[config.mk]
export PLATFORM = sky130hd
export DESIGN_NAME = clk_drv_sequencer
export DESIGN_NICKNAME = d
export VERILOG_FILES = /design/src/rtl/clk_drv_sequencer.sv
export SDC_FILE = /design/constraint.sdc
export NUM_CORES = 1
export LEC_CHECK = 0
export BUFFER_PORTS_ARGS = -buffer_cell sky130_fd_sc_hd__buf_2
export CAP_MARGIN = 20
export CORE_UTILIZATION = 50
export CTS_CLUSTER_SIZE = 12
export DETAILED_ROUTE_END_ITERATION = 10
export PLACE_DENSITY = 0.72
export SLEW_MARGIN = 20
export SYNTH_ARGS = -nofsm -noshare
export SYNTH_HDL_FRONTEND = slang
export SYNTH_SLANG_ARGS = --single-unit
[constraint.sdc]
create_clock -name CLK -period 5.2 [get_ports CLK]
set_input_delay 0.26 -clock CLK [delete_from_list [all_inputs] [get_ports CLK]]
set_output_delay 0.26 -clock CLK [all_outputs]
set_load 0.01 [all_outputs]
[src/rtl/clk_drv_sequencer.sv]
// Clock driver enable sequencer: waits for PLL lock, then staggers
// channel enables on/off to limit the supply current step.
module clk_drv_sequencer #(
  parameter int N_DRV     = 4,
  parameter int STAGGER_W = 8,
  parameter int LOCK_CYC  = 16
) (
  input  logic                 CLK,
  input  logic                 RST_B,
  input  logic                 start,
  input  logic                 stop,
  input  logic                 pll_lock,
  input  logic [N_DRV-1:0]     chan_mask,
  input  logic [STAGGER_W-1:0] stagger,
  output logic [N_DRV-1:0]     drv_en,
  output logic                 busy,
  output logic                 ready,
  output logic                 lock_err
);

  localparam int PW = (N_DRV > 1) ? $clog2(N_DRV) : 1;
  localparam int LW = $clog2(LOCK_CYC + 1);
  localparam logic [PW-1:0] LAST = PW'(N_DRV - 1);
  localparam logic [LW-1:0] LOCK_LAST = LW'(LOCK_CYC - 1);

  typedef enum logic [2:0] {
    IDLE, WAIT_LOCK, ENABLE, RUN, DISABLE
  } state_t;

  state_t               state, state_n;
  logic [N_DRV-1:0]     mask_q, mask_n;
  logic [STAGGER_W-1:0] stag_q, stag_n;
  logic [STAGGER_W-1:0] gap, gap_n;
  logic [LW-1:0]        lock_cnt, cnt_n;
  logic [PW-1:0]        ptr, ptr_n;
  logic [N_DRV-1:0]     en_n;
  logic                 err_n;

  always_ff @(posedge CLK or negedge RST_B) begin
    if (!RST_B) begin
      state    <= IDLE;
      mask_q   <= '0;
      stag_q   <= '0;
      gap      <= '0;
      lock_cnt <= '0;
      ptr      <= '0;
      drv_en   <= '0;
      busy     <= 1'b0;
      ready    <= 1'b0;
      lock_err <= 1'b0;
    end else begin
      state    <= state_n;
      mask_q   <= mask_n;
      stag_q   <= stag_n;
      gap      <= gap_n;
      lock_cnt <= cnt_n;
      ptr      <= ptr_n;
      drv_en   <= en_n;
      busy     <= (state_n == WAIT_LOCK) ||
                  (state_n == ENABLE) ||
                  (state_n == DISABLE);
      ready    <= (state_n == RUN);
      lock_err <= err_n;
    end
  end

  always_comb begin
    state_n = state;
    mask_n  = mask_q;
    stag_n  = stag_q;
    gap_n   = gap;
    cnt_n   = lock_cnt;
    ptr_n   = ptr;
    en_n    = drv_en;
    err_n   = lock_err;
    unique case (state)
      IDLE: begin
        if (start && !stop) begin
          state_n = WAIT_LOCK;
          mask_n  = chan_mask;
          stag_n  = stagger;
          err_n   = 1'b0;
          cnt_n   = '0;
        end
      end
      WAIT_LOCK: begin
        if (stop) begin
          state_n = IDLE;
          cnt_n   = '0;
        end else if (!pll_lock) begin
          cnt_n = '0;
        end else if (lock_cnt == LOCK_LAST) begin
          state_n = ENABLE;
          cnt_n   = '0;
          ptr_n   = '0;
          gap_n   = '0;
        end else begin
          cnt_n = lock_cnt + 1'b1;
        end
      end
      ENABLE: begin
        if (!pll_lock) begin
          state_n = IDLE;
          en_n    = '0;
          err_n   = 1'b1;
          gap_n   = '0;
          ptr_n   = '0;
        end else if (stop) begin
          state_n = DISABLE;
          ptr_n   = LAST;
          gap_n   = '0;
        end else if (gap != '0) begin
          gap_n = gap - 1'b1;
        end else begin
          if (mask_q[ptr]) begin
            en_n[ptr] = 1'b1;
            gap_n     = stag_q;
          end
          // last index goes straight to RUN, no trailing gap
          if (ptr == LAST) begin
            state_n = RUN;
            gap_n   = '0;
          end else begin
            ptr_n = ptr + 1'b1;
          end
        end
      end
      RUN: begin
        if (!pll_lock) begin
          state_n = IDLE;
          en_n    = '0;
          err_n   = 1'b1;
          ptr_n   = '0;
        end else if (stop) begin
          state_n = DISABLE;
          ptr_n   = LAST;
          gap_n   = '0;
        end
      end
      DISABLE: begin
        if (gap != '0) begin
          gap_n = gap - 1'b1;
        end else begin
          if (mask_q[ptr]) begin
            en_n[ptr] = 1'b0;
            gap_n     = stag_q;
          end
          if (ptr == '0) begin
            state_n = IDLE;
            en_n    = '0;
            gap_n   = '0;
          end else begin
            ptr_n = ptr - 1'b1;
          end
        end
      end
      default: state_n = IDLE;
    endcase
  end

endmodule

==> run metrics <==
outcome finished clean; post-synth top area share 0.411; Die Y 69.1 um; drt initial violations 112; total power 0.874 mW; die area 4780 um2; CTS root buffer clkbuf_8; fin cells 292; initial antenna violation count 0; Setup CP Type reg -> reg; # diodes 0; DP Cell Count 284; area post-placement 2360 um2; CP startpoint kind register; Final setup viols 0; drt drc 0; prevailing post-synth register cell dfrtp_1; Synth Net Count 243; Post-synth EDFFs 0; Resize count post-CTS 0; Final Hold Viols 0; Pins Over Slew Limit 0; Port Buffers 23; Final #Nets 263; minimum clock period 2.35 ns; Post-synth ARST share 1.00; vias per cell 5.91; Worst-Margin Slew 0.821 ns; DP HPWL 3.22 mm; clk slew on worst S/H paths 0.08 ns; Tcrit/Tclk final 0.451; Leak Pwr 1.12 nW; RSZ-0062 raised after global routing false; gpl congestion 0.841; Ys Warns 0; worst min path class in -> async; Peak VDD IR 0.000169 V; DR WL/cell 15.4 um; CTS Hold Bufs 0; worst reg2reg setup slack 2.85 ns; grt ovf 0; core area 4350 um2; Slew Limit Headroom 0.453; width of the die 69.1 um; Post-Route WL 4.50 mm; post-CTS setup buffer count 0; area leader, netlist dfrtp_1; Pre-Repair DR Iteration Count 4; layout cells sized above 1 0.258; Synth Cell Area 2250 um2; Worst Setup End Kind register; vias in the first global route 1657; largest net degree at the start of global routing 38; capturing point of the worst reg2reg path lock_cnt[2]$_DFFE_PN0P_; max_cap viols 0; Crit Path Max Fanout 20; total CTS buffers 5; std cell rows 24; Clock Sink Count 37; Worst Skew 0.00884 ns; clock tree from TritonCTS yes; Pwr per Cell Area 356 nW/um2; Post-Route Setup TNS 0 ns; flops & latches, synth 37; via count 1727; Yosys cell types 61; first-pass GRT wire length 8.05 mm; most frequent cells in the layout 37 x dfrtp_1, 23 x buf_2, 17 x o21ai_0, 14 x nand2_1, 13 x mux2_2; Seq/Total Area, Yosys 0.411; Design Area, Final 2450 um2; depth of the most critical reg-to-reg path 5; H-tree levels 2; most common cell after layout, fill and taps aside dfrtp_1; Post-Syn Area per Cell 10.3 um2; worst path required time 5.42 ns; Fmax 426 MHz; post-synthesis cell count 219; insertion delay of the later-clocked pin in the worst-skew pair 0.29 ns; gr usage total 0.208; Initial Util 0.518; antenna-violating nets left 0; Reg-to-Reg Start state[0]$_DFF_PN0_; Clock Path Buffers 2; I/O pin count 24; Area contributors post-synth dfrtp_1 41%, mux2_2 6.5%, ha_1 3.9%; synth-to-layout area growth 8.88%; crit path DAT 2.56 ns
synth_stat cells (3+ instances only):
cell type / number
nand2b_1: 3
nand2_1: 14
buf_6: 4
buf_2: 3
mux2_2: 13
ha_1: 7
a21oi_1: 9
nor3b_1: 4
a221o_1: 3
nor2_1: 11
a21boi_0: 4
or3_1: 3
o221a_2: 3
clkbuf_1: 3
nor3_1: 5
nand3_1: 7
o21ai_0: 17
dfrtp_1: 37
a31oi_1: 5
and2_1: 3
inv_1: 11
where the power goes:
group          internal [mW]  switching (mW)
sequential             0.339          0.0543
combinational          0.134           0.145
clock                 0.0940           0.107
total                  0.567           0.307
per-layer routing:
layer | part of all wire | up-vias | GRT usage
li1 | - | 856 | -
met1 | 0.51 | 825 | 0.305
met2 | 0.44 | 35 | 0.302
met3 | 0.031 | 11 | 0.0336
met4 | 0.017 | 0 | 0.0930
met5 | 0 | - | 0
state kept, by name, summed over array words and instances (netlist names):
name	count
gap	8
stag_q	8
lock_cnt	5
drv_en	4
mask_q	4
state	3
ptr	2
busy	1
lock_err	1
ready	1
worst max path at each step:
stage / from / to / slack [ns]
2_1_floorplan: gap[3]$_DFFE_PN0P_ / gap[2]$_DFFE_PN0P_ / 3.36
3_3_place_gp: state[0]$_DFF_PN0_ / lock_cnt[2]$_DFFE_PN0P_ / 2.97
3_5_place_dp: state[0]$_DFF_PN0_ / lock_cnt[2]$_DFFE_PN0P_ / 2.89
4_1_cts: state[0]$_DFF_PN0_ / lock_cnt[2]$_DFFE_PN0P_ / 2.86
5_1_grt: state[0]$_DFF_PN0_ / lock_cnt[2]$_DFFE_PN0P_ / 2.58
6_report: state[0]$_DFF_PN0_ / lock_cnt[2]$_DFFE_PN0P_ / 2.85
critical path, cell delays in order, from the launching register on:
cell and delay, ns:
dfrtp_1 0.75, nor2_1 0.18, nand3_1 0.50, a21boi_0 0.57, o21ai_0 0.17, o21ai_0 0.09
kinds of logic (layout without fill, tap and decap cells):
group,count (synthesis),after routing,share of synthesized area
compound gates,69,69,0.226
xor+xnor,1,1,0.00389
fa+ha+maj,7,7,0.0389
buf+inv,21,42,0.0500
flops,37,37,0.411
mux,15,15,0.0794
simple gates,69,69,0.191
through the flow:
stage | setup WS, ns | hold slack (ns) | util
finish | 2.85 | 0.0502 | 0.564
global route | 2.58 | 0.140 | 0.564
CTS | 2.86 | 0.0955 | 0.564
detailed placement | 2.89 | 0.413 | 0.543
global placement | 2.97 | 0.412 | 0.543
floorplan | 3.36 | -0.0356 | -
final cells by class:
cell class / instances / area [um2]
fillers: 381 / 1900
multi-input cells: 161 / 1210
flip-flops and latches: 37 / 926
repair buffers: 23 / 115
clock buffers: 5 / 68.8
well taps: 52 / 65.1
inverters: 11 / 41.3
clock inverters: 3 / 22.5
No activity file was read; power rests on OpenSTA's default activity.
